==> src/rtl/sprite_mover.sv <==
// sprite_mover: moves a sprite's top-left position under command control and
// renders or erases the sprite by streaming pixels from an external ROM to a
// framebuffer write port.
//
// Optional feature: define SPRITE_MOVER_WRAP_EN to make out-of-range moves
// wrap around the legal position range. Without it they clamp at the limit.
//
// Ports
//   clk        system clock, rising edge
//   reset_n    synchronous active-low reset
//   cmd_valid  command offered
//   cmd_op     0 NOP, 1 LEFT, 2 RIGHT, 3 UP, 4 DOWN, 5 DRAW, 6 CLEAR, 7 HOME
//   cmd_ready  high only in IDLE
//   pos_x/y    current sprite top-left position
//   at_edge    position sits on a screen limit
//   rom_addr   sprite ROM address (ROM answers one cycle later)
//   rom_data   sprite ROM pixel colour
//   x_out/y_out/colour/plot  framebuffer pixel write
//   done       one-cycle pulse on command completion
//
// state | meaning
// IDLE  | waiting for a command, cmd_ready high
// SCAN  | issuing one ROM address per cycle, row-major
// FLUSH | last pixel of the scan on the write port
// DONE  | completion pulse, back to IDLE next
module sprite_mover #(
  parameter int SCREEN_W = 160,
  parameter int SCREEN_H = 120,
  parameter int SPR_W    = 15,
  parameter int SPR_H    = 10,
  parameter int STEP     = 1,
  parameter int HOME_X   = 80,
  parameter int HOME_Y   = 60,
  parameter int COLOUR_W = 24,
  parameter int XW       = 8,
  parameter int YW       = 7,
  parameter int AW       = 8
) (
  input  logic                clk,
  input  logic                reset_n,
  input  logic                cmd_valid,
  input  logic [2:0]          cmd_op,
  output logic                cmd_ready,
  output logic [XW-1:0]       pos_x,
  output logic [YW-1:0]       pos_y,
  output logic                at_edge,
  output logic [AW-1:0]       rom_addr,
  input  logic [COLOUR_W-1:0] rom_data,
  output logic [XW-1:0]       x_out,
  output logic [YW-1:0]       y_out,
  output logic [COLOUR_W-1:0] colour,
  output logic                plot,
  output logic                done
);

  localparam int MAXX = SCREEN_W - SPR_W;
  localparam int MAXY = SCREEN_H - SPR_H;
  localparam int CW   = (SPR_W > 1) ? $clog2(SPR_W) : 1;
  localparam int RW   = (SPR_H > 1) ? $clog2(SPR_H) : 1;

  localparam logic [2:0] OP_LEFT  = 3'd1;
  localparam logic [2:0] OP_RIGHT = 3'd2;
  localparam logic [2:0] OP_UP    = 3'd3;
  localparam logic [2:0] OP_DOWN  = 3'd4;
  localparam logic [2:0] OP_DRAW  = 3'd5;
  localparam logic [2:0] OP_CLEAR = 3'd6;
  localparam logic [2:0] OP_HOME  = 3'd7;

  typedef enum logic [1:0] {IDLE, SCAN, FLUSH, DONE} state_t;

  state_t          state;
  logic [CW-1:0]   col;
  logic [RW-1:0]   row;
  logic [XW-1:0]   snap_x;
  logic [YW-1:0]   snap_y;
  logic            draw_q;

  // One coordinate step; dec selects the decreasing direction.
  function automatic int next_pos(input int cur, input logic dec, input int lim);
    int n;
    if (dec) begin
      if (cur >= STEP) n = cur - STEP;
`ifdef SPRITE_MOVER_WRAP_EN
      else n = cur + lim + 1 - STEP;
`else
      else n = 0;
`endif
    end else begin
      if (cur + STEP <= lim) n = cur + STEP;
`ifdef SPRITE_MOVER_WRAP_EN
      else n = cur + STEP - (lim + 1);
`else
      else n = lim;
`endif
    end
    return n;
  endfunction

  assign cmd_ready = (state == IDLE);
  assign done      = (state == DONE);
  assign at_edge   = (pos_x == '0) || (pos_x == XW'(MAXX)) ||
                     (pos_y == '0) || (pos_y == YW'(MAXY));
  // ROM data arrives in the same cycle the registered plot for its address
  // goes high, so colour is selected combinationally from registered state.
  assign colour    = (plot && draw_q) ? rom_data : '0;

  always_ff @(posedge clk) begin
    if (!reset_n) begin
      state    <= IDLE;
      pos_x    <= XW'(HOME_X);
      pos_y    <= YW'(HOME_Y);
      plot     <= 1'b0;
      x_out    <= '0;
      y_out    <= '0;
      rom_addr <= '0;
      col      <= '0;
      row      <= '0;
      snap_x   <= '0;
      snap_y   <= '0;
      draw_q   <= 1'b0;
    end else begin
      plot <= 1'b0;
      case (state)
        IDLE: begin
          if (cmd_valid) begin
            state <= DONE;
            case (cmd_op)
              OP_LEFT:  pos_x <= XW'(next_pos(int'(pos_x), 1'b1, MAXX));
              OP_RIGHT: pos_x <= XW'(next_pos(int'(pos_x), 1'b0, MAXX));
              OP_UP:    pos_y <= YW'(next_pos(int'(pos_y), 1'b1, MAXY));
              OP_DOWN:  pos_y <= YW'(next_pos(int'(pos_y), 1'b0, MAXY));
              OP_HOME: begin
                pos_x <= XW'(HOME_X);
                pos_y <= YW'(HOME_Y);
              end
              OP_DRAW, OP_CLEAR: begin
                snap_x   <= pos_x;
                snap_y   <= pos_y;
                col      <= '0;
                row      <= '0;
                rom_addr <= '0;
                draw_q   <= (cmd_op == OP_DRAW);
                state    <= SCAN;
              end
              default: ;
            endcase
          end
        end
        SCAN: begin
          plot  <= 1'b1;
          x_out <= snap_x + XW'(col);
          y_out <= snap_y + YW'(row);
          if (col == CW'(SPR_W - 1)) begin
            col <= '0;
            if (row == RW'(SPR_H - 1)) begin
              state <= FLUSH;
            end else begin
              row      <= row + RW'(1);
              rom_addr <= rom_addr + AW'(1);
            end
          end else begin
            col      <= col + CW'(1);
            rom_addr <= rom_addr + AW'(1);
          end
        end
        FLUSH:   state <= DONE;
        DONE:    state <= IDLE;
        default: state <= IDLE;
      endcase
    end
  end

endmodule
==> config.mk <==
export PLATFORM = sky130hd
export DESIGN_NAME = sprite_mover
export DESIGN_NICKNAME = d
export VERILOG_FILES = /design/src/rtl/sprite_mover.sv
export SDC_FILE = /design/constraint.sdc
export NUM_CORES = 1
export LEC_CHECK = 0
export BUFFER_PORTS_ARGS = -buffer_cell sky130_fd_sc_hd__buf_2
export CAP_MARGIN = 20
export CORE_UTILIZATION = 51
export CTS_BUF_LIST = sky130_fd_sc_hd__clkbuf_16
export CTS_CLUSTER_DIAMETER = 80
export DETAILED_ROUTE_END_ITERATION = 10
export PLACE_DENSITY = 0.8
export SYNTH_ARGS = -nofsm -noshare
export SYNTH_HDL_FRONTEND = slang
export SYNTH_SLANG_ARGS = --single-unit
==> constraint.sdc <==
create_clock -name clk -period 2.75 [get_ports clk]
set_input_delay 0.1375 -clock clk [delete_from_list [all_inputs] [get_ports clk]]
set_output_delay 0.1375 -clock clk [all_outputs]
set_load 0.02 [all_outputs]
# After elaboration in Yosys (flattened, before gate mapping)
# Index checks and enable logic that the tools add are counted.
dict set report word_totals {
  ff_bits 65
  output_inout_bits 66
  in_bits 30
}
dict set report classes {
  reduce_logical 18
  muxes 25
  magnitude_cmp 4
  n_eq_ne 20
  addsub 9
}
# op n
set ops {}
lappend ops {{two-way mux 8 bit} 6}
lappend ops {{two-way mux 24 bit} 1}
lappend ops {{one-hot mux 8 bit (3 select lines)} 1}
lappend ops {{one-hot mux 7 bit (3 select lines)} 1}
lappend ops {{two-way mux 4 bit} 5}
lappend ops {{one-hot mux 4 bit (2 select lines)} 2}
lappend ops {{one-hot mux 8 bit (2 select lines)} 1}
lappend ops {{AND reduction 3 bit} 5}
lappend ops {{two-way mux 7 bit} 2}
lappend ops {{== test 3 bit (second input constant)} 4}
lappend ops {{adder 8 x 1 -> 9 bit (second input constant)} 1}
lappend ops {{less-or-equal comparator 9 x 8 -> 1 bit (second input constant)} 1}
lappend ops {{adder 4 x 1 -> 4 bit (second input constant)} 2}
lappend ops {{adder 7 x 1 -> 8 bit (second input constant)} 1}
lappend ops {{adder 8 x 1 -> 8 bit (second input constant)} 1}
lappend ops {{adder 8 x 4 -> 8 bit} 1}
lappend ops {{== test 4 bit (second input constant)} 2}
lappend ops {{== test 8 bit (second input constant)} 1}
lappend ops {{>= comparator 8 x 1 -> 1 bit (second input constant)} 1}
lappend ops {{less-or-equal comparator 8 x 7 -> 1 bit (second input constant)} 1}
lappend ops {{zero test 8 bit} 1}
lappend ops {{two-way mux 2 bit} 4}
lappend ops {{inequality test 2 bit (second input constant)} 4}
lappend ops {{one-hot mux 2 bit (4 select lines)} 1}
lappend ops {{other kinds (21)} 26}

# Depth between registers and ports, before layout
# Gate-level depths: netlist (run 1).
dict set report depth {
  ltp_word 5
  ltp_mapped 9
}

# Worst setup path after synthesis (run 1)
# No wires, ideal clock.
dict set report synth_path {
  path_kind {reg2reg}
  start {register pos_y[1]}
  end {register pos_y[3]}
  t_required_ps 2606
  path_stages_with_launch 10
  path_slack_ps 480
  arrival_ps 2126
  path_buffers 1
  path_cell_list {dfxtp_1 > clkbuf_1 > inv_1 > ha_1 > nor3_1 > a32o_2 > or3_1 > a21oi_1 > a2111oi_0 > a41oi_1}
}
dict set report synth_via {
  elab_chain_cells 4
}
# item line_no
set synth_lines {}
lappend synth_lines {{from (decl)} 45} ;# output logic [YW-1:0] pos_y,
lappend synth_lines {{from (signal assigned)} 111} ;# pos_y <= YW'(HOME_Y);
lappend synth_lines {{from (signal assigned)} 130} ;# OP_UP: pos_y <= YW'(next_pos(int'(pos_y), 1'b1, MAXY));
lappend synth_lines {{from (signal assigned)} 131} ;# OP_DOWN: pos_y <= YW'(next_pos(int'(pos_y), 1'b0, MAXY));
lappend synth_lines {{adder 7 x 1 -> 8 bit} 89} ;# if (cur + STEP <= lim) n = cur + STEP;
lappend synth_lines {{less-or-equal comparator 8 x 7 -> 1 bit} 89}
lappend synth_lines {{two-way mux 7 bit} 89}
lappend synth_lines {{one-hot mux 7 bit (3 select lines) (*)} 127} ;# case (cmd_op)
# Mark *: on every way between the ends. The rest lies on a longest branch, timed or not.
# A chain may end at the register's enable or synchronous reset.

# Worst setup path after layout (run 1)
# Same ends and word-level chain as after synthesis.

==> out/summary.log, run 1 <==
[status] result of the run finished clean
[synth] share of synthesized area occupied by flip-flops and latches 29.8%
[clock_tree] TritonCTS sink count 65
[setup_path] cells along the critical path inv_1 -> ha_1 -> nor3_1 -> a32o_2 -> or3_1 -> a21oi_1 -> a2111oi_0 -> a41oi_1
[synth] synthesis warning total 0
[floorplan] core box area 8260 sq um
[clock_tree] total CTS buffers 9
[synth] EDFF count, synth 0
[clock_tree] Post-CTS Setup Repair Bufs 0
[global_route] initial antenna violation count 0
[setup_path] Crit Path Max Fanout 15
[clock_tree] latest clock arrival within the worst-skew pair 330 ps
[synth] combined area of all synthesized cells 4360 sq um
[global_route] final global-route overflow total 0
[run] maxcap violations 0
[synth] Yosys cell types 73
[layout] count of non-filler cells in the finished layout 735
[floorplan] standard-cell row count 33
[routing] final wirelength 11400 um
[setup_path] data arrival time of the critical path 2620 ps
[layout] fill cell instance count of the final layout 723
[synth] top flip-flop cell by instance count after synthesis sky130_fd_sc_hd__dfxtp_1
[floorplan] Die X-Extent 94.5 um
[timing] Final Hold Fails 0
[layout] post-route cell area 5160 sq um
[timing] max-slew violation count 0
[setup_path] worst path buffer plus inverter count 1
[synth] net count after synthesis 607
[clock_tree] Max Root-Sink Buffers 2
[routing] routed length per placed instance 15.4 um
[timing] tightest hold margin 211 ps
[clock_tree] cts-stage hold buffer count 0
[placed_design] placed cell count 719
[setup_path] cell type of the slowest stage on the worst timing path sky130_fd_sc_hd__dfxtp_1
[routing] number of DRC violations after detailed-routing iteration 0 203
[floorplan] number of I/O pins 96
[floorplan] full die area 8920 sq um
[placed_design] Final GP Congestion 0.943
[layout] Inserted Diodes 0
[timing] transition at the pin with the smallest max-transition slack 677 ps
[synth] Async S/R FF share, synth 0%
[power_and_ir_drop] peak supply drop 0.000396 V
[layout] most frequent cells in the layout sky130_fd_sc_hd__buf_2 (95), sky130_fd_sc_hd__dfxtp_1 (65), sky130_fd_sc_hd__nand2_1 (55)
[timing] worst clock skew 6.71 ps
[timing] setup violators final 0
[setup_path] required time reported for the critical path endpoint 2930 ps
[synth] synthesized netlist cell count 548
[placed_design] Post-Place Setup Slack 386 ps
[layout] area added between synthesis and finish 18.3%
[routing] detailed-route DRC error count 0
[layout] ratio of cells with drive above 1 in the final layout 20.8%
[clock_tree] maximum level of the CTS H-tree 3
[setup_path] type of the worst setup path reg -> reg
[global_route] vias in the first global route 4019
[layout] final cell utilization of the core 62.5%
[timing] final setup slack of the worst path 318 ps
[placed_design] cell area after placement 4860 sq um
[clock_tree] number of gates resized after CTS 0
[placed_design] detailed-placement wirelength estimate 8210 um
[timing] Max-Slew Margin vs Limit 54.5%
[routing] count of vias placed by the detailed router 4392
[clock_tree] clock-pin slew reported for the worst setup and hold paths after clock tree synthesis 50 ps
[synth] post-synthesis sequential element count 65
[clock_tree] CTS tree built
[power_and_ir_drop] Pwr Total 3.41 mW
[layout] fin nets 684
[layout] commonest non-fill, non-tap cell in the layout sky130_fd_sc_hd__buf_2
[timing] minimum clock period 2430 ps
[worst_hold_path] path type of the worst min-delay path in -> reg
[setup_path] cell family with the largest share of critical-path delay compound AO/OA/AOI/OAI gates
[placed_design] number of buffers inserted by port buffering 95
[setup_path] maximum cell stage delay along the critical path 610 ps
[routing] detail-routed via count per cell 5.98
[clock_tree] root buffer selected by CTS sky130_fd_sc_hd__clkbuf_16
[floorplan] Initial Utilization 52.8%
[timing] Final Cycle Share 88.5%
[routing] post-detailed-route count of antenna-violating nets 0
[global_route] global-route wire length before repair 18100 um
[timing] setup total negative slack 0 ps
[power_and_ir_drop] cell area power density 661 nW/um^2
[setup_path] capturing element type of the critical path flip-flop
[global_route] gr usage total 25.7%
[routing] DRT Pass-1 Iters 5
[setup_path] Startpoint Class flip-flop
[global_route] pin count of the biggest net entering global routing 30
[power_and_ir_drop] Static Leak 2.30 nW
[floorplan] Die Height 94.5 um
[timing] setup repair after global routing missed its margin false
[synth] mean area per synthesized cell 7.96 sq um
[timing] fmax 0.411 GHz
==> state kept, by name (all words and copies together) (netlist names), 7 cells and up <==
register,count
snap_y,7
pos_y,7
x_out,8
rom_addr,8
y_out,7
pos_x,8
snap_x,8
==> power by group <==
| group | leakage (nW) | internal, mW | switching, mW |
|---|---|---|---|
| clock | 0.158 | 0.776 | 0.394 |
| sequential | 0.527 | 1.05 | 0.150 |
| combinational | 1.61 | 0.387 | 0.652 |
| total | 2.30 | 2.21 | 1.20 |
==> synth_stat cells (all sizes together) (2+ instances only) <==
cell type	number	area share [%]
a2bb2oi	2	0.40
a21o	3	0.52
or3	7	1.1
clkbuf	17	1.5
xor2	16	3.2
o2111ai	2	0.40
a31o	2	0.40
nand3b	4	0.69
nor2	48	4.1
a32oi	3	0.60
a21oi	46	5.3
a41oi	2	0.40
o22ai	4	0.57
nor3b	4	0.95
nand4	5	0.72
mux2i	10	2.3
o31ai	4	1.0
a31oi	2	0.29
and3	31	4.6
o211ai	5	0.98
o21ai	30	3.5
nor4	4	0.72
inv	22	1.9
a41o	2	0.46
a221oi	3	0.75
buf	19	2.3
ha	27	7.7
nand2b	7	1.0
and2	6	0.86
fa	2	0.92
a211oi	10	1.8
nor3	11	1.4
nand3	20	2.4
a21boi	2	0.43
dfxtp	65	30
nand2	55	4.7
xnor2	14	3.2
nand4b	5	1.0
o21a	2	0.34
nor2b	9	1.3
a32o	2	0.49
a211o	2	0.40
==> cells by family (layout without fill, tap and decap cells) <==
group / after synthesis / in the layout / synth area share, %
AND/OR/NAND/NOR: 219 / 219 / 26.1
AO/OA/AOI/OAI: 136 / 136 / 20.7
XOR/XNOR: 30 / 30 / 6.46
adder cells (fa/ha/maj): 29 / 29 / 8.67
buffers and inverters: 58 / 140 / 5.65
flip-flops: 65 / 65 / 29.8
multiplexers: 11 / 11 / 2.55
==> routing by layer <==
| layer | share of wire (%) | vias up | GRT usage [%] |
|---|---|---|---|
| li1 | - | 2111 | - |
| met1 | 42 | 2055 | 31.5 |
| met2 | 48 | 197 | 44.0 |
| met3 | 7.8 | 29 | 6.28 |
| met4 | 2.1 | 0 | 8.96 |
| met5 | 0 | - | 0 |
==> area by class of cell <==
class                      instances  area, sq um  area share [%]
sequential                        65         1300            25.2
clock buffer                       9          225            4.36
timing repair buffer             102          528            10.2
tap                              105          131            2.55
clock inverter                     7         78.8            1.53
inverter                          22         82.6            1.60
multi-input combinational        425         2810            54.5
==> worst register-to-register path: stages (launching register included) <==
cell                        delay, ps
sky130_fd_sc_hd__dfxtp_1          610
sky130_fd_sc_hd__inv_1            220
sky130_fd_sc_hd__ha_1             240
sky130_fd_sc_hd__nor3_1           120
sky130_fd_sc_hd__a32o_2           300
sky130_fd_sc_hd__or3_1            130
sky130_fd_sc_hd__a21oi_1           60
sky130_fd_sc_hd__a2111oi_0        430
sky130_fd_sc_hd__a41oi_1          160
==> path summary, 6_finish.rpt <==
kind / from / end / slack (ps) / depth (start not counted)
worst max register to register: pos_y[1]$_SDFFE_PN0P_ / pos_y[3]$_SDFFE_PN1P_ / 320 / 8
worst min-delay path: reset_n / pos_y[5]$_SDFFE_PN1P_ / 210 / 2
worst min register to register: snap_y[0]$_SDFFE_PN0P_ / snap_y[0]$_SDFFE_PN0P_ / 460 / 2
worst max-delay path: pos_y[1]$_SDFFE_PN0P_ / pos_y[3]$_SDFFE_PN1P_ / 320 / 8
No activity file was read; power rests on OpenSTA's default activity.
==> run 2: changes to the inputs <==
CORE_UTILIZATION = 55   (was 51)
CTS_CLUSTER_DIAMETER = unset   (was 80)
CTS_CLUSTER_SIZE = 8   (was unset)
PLACE_DENSITY = 0.85   (was 0.8)
==> run 2 against run 1 <==
Register-to-register slack improved by 50 ps. Global-route usage rose by 2.6 points. Setup slack gained 53 ps. Sequential share of layout area is essentially flat. Worst hold slack got worse by 12 ps. Sequential power is essentially flat. Largest power group unchanged. Highest routed layer unchanged.
==> out/summary.log, run 2 (same netlist as run 1, synthesis figures left out) <==
[clock_tree] clock-pin slew reported for the worst setup and hold paths after clock tree synthesis 60 ps
[layout] count of non-filler cells in the finished layout 732
[placed_design] number of buffers inserted by port buffering 95
[layout] area added between synthesis and finish 18.2%
[floorplan] Die X-Extent 91.0 um
[global_route] vias in the first global route 4032
[run] maxcap violations 0
[power_and_ir_drop] cell area power density 658 nW/um^2
[worst_hold_path] path type of the worst min-delay path in -> reg
[clock_tree] Max Root-Sink Buffers 2
[global_route] global-route wire length before repair 19100 um
[placed_design] Final GP Congestion 0.921
[setup_path] maximum cell stage delay along the critical path 580 ps
[timing] minimum clock period 2380 ps
[global_route] final global-route overflow total 0
[timing] tightest hold margin 199 ps
[global_route] met3 Resource Use GR 6.45%
[clock_tree] Post-CTS Setup Repair Bufs 0
[layout] final cell utilization of the core 67.1%
[timing] max-slew violation count 0
[routing] routed length per placed instance 15.8 um
[global_route] met1 usage in global routing 34.4%
[setup_path] Startpoint Class flip-flop
[global_route] global-route layer with the greatest usage met2
[routing] post-detailed-route count of antenna-violating nets 0
[timing] transition at the pin with the smallest max-transition slack 635 ps
[routing] detail-routed via count per cell 6.03
[global_route] initial antenna violation count 0
[routing] detailed-route DRC error count 0
[routing] count of vias placed by the detailed router 4415
[timing] setup repair after global routing missed its margin false
[clock_tree] TritonCTS sink count 65
[layout] post-route cell area 5150 sq um
[floorplan] number of I/O pins 96
[timing] setup violators final 0
[layout] fin nets 684
[setup_path] data arrival time of the critical path 2570 ps
[setup_path] cell type of the slowest stage on the worst timing path sky130_fd_sc_hd__dfxtp_1
[clock_tree] total CTS buffers 9
[power_and_ir_drop] Pwr Total 3.39 mW
[layout] commonest non-fill, non-tap cell in the layout sky130_fd_sc_hd__buf_2
[timing] Max-Slew Margin vs Limit 57.6%
[layout] Inserted Diodes 0
[clock_tree] cts-stage hold buffer count 0
[timing] final setup slack of the worst path 370 ps
[placed_design] Post-Place Setup Slack 422 ps
[routing] DRT Pass-1 Iters 5
[timing] Final Hold Fails 0
[setup_path] Crit Path Max Fanout 15
[placed_design] placed cell count 716
[timing] setup total negative slack 0 ps
[floorplan] full die area 8290 sq um
[floorplan] Initial Utilization 56.7%
[setup_path] type of the worst setup path reg -> reg
[timing] fmax 0.420 GHz
[setup_path] capturing element type of the critical path flip-flop
[setup_path] cells along the critical path inv_1 -> ha_1 -> nor3_1 -> a32o_2 -> o21ai_0 -> a221oi_1 -> o21a_1 -> a41oi_1
[routing] number of DRC violations after detailed-routing iteration 0 266
[timing] Final Cycle Share 86.5%
[clock_tree] latest clock arrival within the worst-skew pair 340 ps
[routing] final wirelength 11600 um
[global_route] gr usage total 28.3%
[clock_tree] CTS tree built
[clock_tree] number of gates resized after CTS 0
[global_route] pin count of the biggest net entering global routing 41
[power_and_ir_drop] Static Leak 2.28 nW
[clock_tree] maximum level of the CTS H-tree 3
[timing] worst clock skew 8.97 ps
[setup_path] required time reported for the critical path endpoint 2940 ps
[floorplan] standard-cell row count 32
[layout] most frequent cells in the layout sky130_fd_sc_hd__buf_2 (95), sky130_fd_sc_hd__dfxtp_1 (65), sky130_fd_sc_hd__nand2_1 (55)
[placed_design] cell area after placement 4850 sq um
[floorplan] Die Height 91.0 um
[layout] ratio of cells with drive above 1 in the final layout 21.6%
[status] result of the run finished clean
[placed_design] detailed-placement wirelength estimate 8220 um
[power_and_ir_drop] peak supply drop 0.000491 V
[floorplan] core box area 7690 sq um
[clock_tree] root buffer selected by CTS sky130_fd_sc_hd__clkbuf_16
[global_route] routing usage on met2 48.7%
==> run 2: final cells by class <==
cell class | instances | area, sq um
tap | 102 | 128
multi-input combinational | 425 | 2810
sequential | 65 | 1300
inverter | 22 | 82.6
clock buffer | 9 | 225
timing repair buffer | 102 | 528
clock inverter | 7 | 77.6
fill | 651 | 2530
==> run 2: per-layer routing <==
metal | part of all wire, % | routed length [um]
met1 | 41 | 4780
met2 | 48 | 5530
met3 | 8.7 | 1010
met4 | 2.0 | 237
met5 | 0 | 0
==> run 2: final timing paths <==
path,from,end,slack (ps),cells after the start
max reg2reg,pos_y[1]$_SDFFE_PN0P_,pos_y[2]$_SDFFE_PN1P_,370,8
min reg2reg,snap_x[2]$_SDFFE_PN0P_,snap_x[2]$_SDFFE_PN0P_,470,2
min,reset_n,pos_y[5]$_SDFFE_PN1P_,200,2
max,pos_y[1]$_SDFFE_PN0P_,pos_y[2]$_SDFFE_PN1P_,370,8
==> run 2: worst max-delay path: cells and delay by family (launching register included) <==
family	cells	cell delay, ps
AO/OA/AOI/OAI	5	1090
buffers and inverters	1	200
flip-flops	1	580
adder cells (fa/ha/maj)	1	220
AND/OR/NAND/NOR	1	140
==> run 2: power breakdown <==
group          total, mW  internal [mW]  switching, mW
clock               1.15          0.709          0.445
sequential          1.21           1.05          0.157
combinational       1.03          0.383          0.648
total               3.39           2.14           1.25
==> run 3: changes to the inputs <==
==> constraint.sdc (replaced) <==
create_clock -name clk -period 2.75 [get_ports clk]
set_input_delay 0.6875 -clock clk [delete_from_list [all_inputs] [get_ports clk]]
set_output_delay 0.6875 -clock clk [all_outputs]
set_load 0.02 [all_outputs]
==> run 3 against run 2 <==
Clock power up 7%. Utilization up 0.63 points. Setup slack worse by 120 ps. Via count down 0.50%. Design area up 0.95%. Total power up 2.5%. Final cell count up 0.55%. Global-route usage up 0.60 points. Combinational power about the same. Sequential share of layout area down 0.21 points. Fmax down 4.8%. Critical path type is now reg -> out. Highest routed layer unchanged.
==> out/summary.log, run 3 (same netlist as run 1, synthesis figures left out) <==
[timing] setup violators final 0
[global_route] gr usage total 28.9%
[status] result of the run finished clean
[global_route] global-route wire length before repair 19300 um
[clock_tree] clock-pin slew reported for the worst setup and hold paths after clock tree synthesis 60 ps
[clock_tree] total CTS buffers 9
[floorplan] standard-cell row count 32
[clock_tree] TritonCTS sink count 65
[setup_path] R2R Path End pos_x[5]$_SDFFE_PN0P_
[timing] max-slew violation count 0
[placed_design] detailed-placement wirelength estimate 8340 um
[clock_tree] CTS tree built
[clock_tree] maximum level of the CTS H-tree 3
[floorplan] core box area 7690 sq um
[worst_hold_path] hold-critical path endpoint snap_y[3]$_SDFFE_PN0P_
[setup_path] required time reported for the critical path endpoint 2060 ps
[power_and_ir_drop] Static Leak 2.32 nW
[setup_path] Startpoint Class flip-flop
[clock_tree] Post-CTS Setup Repair Bufs 0
[run] maxcap violations 0
[timing] Final Cycle Share 90.9%
[floorplan] Initial Utilization 56.7%
[clock_tree] root buffer selected by CTS sky130_fd_sc_hd__clkbuf_16
[setup_path] path depth of the worst reg2reg path 8
[timing] Max-Slew Margin vs Limit 36.9%
[worst_hold_path] path type of the worst min-delay path reg -> reg
[setup_path] capturing element type of the critical path primary output
[floorplan] number of I/O pins 96
[layout] fin nets 688
[timing] fmax 0.400 GHz
[clock_tree] latest clock arrival within the worst-skew pair 340 ps
[worst_hold_path] Worst Hold Launch snap_y[3]$_SDFFE_PN0P_
[floorplan] Die X-Extent 91.0 um
[timing] Final Hold Fails 0
[layout] most frequent cells in the layout sky130_fd_sc_hd__buf_2 (95), sky130_fd_sc_hd__dfxtp_1 (64), sky130_fd_sc_hd__nand2_1 (55)
[timing] transition at the pin with the smallest max-transition slack 943 ps
[setup_path] Crit Path Max Fanout 8
[timing] minimum clock period 2500 ps
[clock_tree] cts-stage hold buffer count 0
[clock_tree] number of gates resized after CTS 0
[routing] DRT Pass-1 Iters 5
[global_route] final global-route overflow total 0
[setup_path] beginning of the worst register-to-register path pos_x[0]$_SDFFE_PN0P_
[routing] post-detailed-route count of antenna-violating nets 0
[routing] detail-routed via count per cell 5.97
[setup_path] data arrival time of the critical path 1810 ps
[routing] routed length per placed instance 15.8 um
[floorplan] full die area 8290 sq um
[floorplan] Die Height 91.0 um
[layout] footprint of the multi-input gates 2810 sq um
[timing] setup total negative slack 0 ps
[routing] count of vias placed by the detailed router 4393
[worst_hold_path] number of instances on the worst hold path 2
[routing] final wirelength 11600 um
[timing] setup repair after global routing missed its margin false
[layout] area added between synthesis and finish 19.3%
[layout] ratio of cells with drive above 1 in the final layout 22.1%
[placed_design] number of buffers inserted by port buffering 95
[global_route] vias in the first global route 4129
[layout] fill cell instance count of the final layout 612
[global_route] pin count of the biggest net entering global routing 42
[power_and_ir_drop] peak supply drop 0.000462 V
[layout] FF+latch area 1300 sq um
[layout] Inserted Diodes 0
[placed_design] Final GP Congestion 0.984
[layout] commonest non-fill, non-tap cell in the layout sky130_fd_sc_hd__buf_2
[power_and_ir_drop] cell area power density 668 nW/um^2
[setup_path] internal reg-to-reg setup slack 450 ps
[routing] number of DRC violations after detailed-routing iteration 0 329
[routing] detailed-route DRC error count 0
[timing] worst clock skew 6.81 ps
[clock_tree] Max Root-Sink Buffers 2
[placed_design] placed cell count 720
[global_route] initial antenna violation count 0
[setup_path] type of the worst setup path reg -> out
[layout] count of non-filler cells in the finished layout 736
## run 3: cell count changes in the layout (fill, tap and decap cells not counted)
cell                         delta
sky130_fd_sc_hd__dfxtp_1        -1
sky130_fd_sc_hd__clkinvlp_4     -1
sky130_fd_sc_hd__dfxtp_2        +1
sky130_fd_sc_hd__bufinv_16      +1
sky130_fd_sc_hd__inv_1          +1
sky130_fd_sc_hd__buf_4          +4
sky130_fd_sc_hd__inv_6          -1
## run 3: how the worst max path moves through the flow
stage	start	end	slack, ps	cells past startpoint
5_1_grt	pos_y[2]$_SDFFE_PN1P_	at_edge	130	5
2_1_floorplan	pos_y[2]$_SDFFE_PN1P_	at_edge	470	4
4_1_cts	pos_y[0]$_SDFFE_PN0P_	at_edge	140	5
6_report	pos_y[2]$_SDFFE_PN1P_	at_edge	250	5
3_3_place_gp	cmd_op[0]	pos_y[3]$_SDFFE_PN1P_	490	7
3_5_place_dp	cmd_op[0]	pos_y[3]$_SDFFE_PN1P_	410	7
## run 3: per-stage QoR
step           area (sq um)  setup slack, ps  util [%]  power [mW]  hold slack (ps)
6_report               5200              251      67.7        3.48              469
5_1_grt                5200              134      67.7        3.65              490
4_1_cts                5200              136      67.7        3.47              468
3_5_place_dp           4880              411      63.5        2.25              461
3_3_place_gp           4880              485      63.5        2.21              459
2_1_floorplan          4360              470         -        1.95              440
## run 3: critical path: stages (launching register included)
cell                      delay (ps)
sky130_fd_sc_hd__dfxtp_1         380
sky130_fd_sc_hd__or3_1           410
sky130_fd_sc_hd__nor3_1          310
sky130_fd_sc_hd__a32oi_1          90
sky130_fd_sc_hd__o21ai_0          90
sky130_fd_sc_hd__buf_2           180
## run 3: where the power goes
part / switching [mW] / internal [mW] / total, mW
Combinational: 0.662 / 0.397 / 1.06
Clock: 0.432 / 0.794 / 1.23
Sequential: 0.141 / 1.05 / 1.19
Total: 1.24 / 2.24 / 3.48
## run 3: layer usage
layer | up-vias | global-route usage, % | part of all wire (%)
li1 | 2123 | - | -
met1 | 2040 | 33.3 | 41
met2 | 189 | 50.5 | 49
met3 | 41 | 6.37 | 7.0
met4 | 0 | 14.0 | 2.9
met5 | - | 0 | 0
## run 3: final cells by class
type / instances / share of cell area (%)
Timing Repair Buffer: 106 / 10.7
Tap cell: 102 / 2.45
Multi-Input combinational cell: 425 / 54.1
Clock inverter: 7 / 1.83
Sequential cell: 65 / 25.0
Clock buffer: 9 / 4.33
Inverter: 22 / 1.59
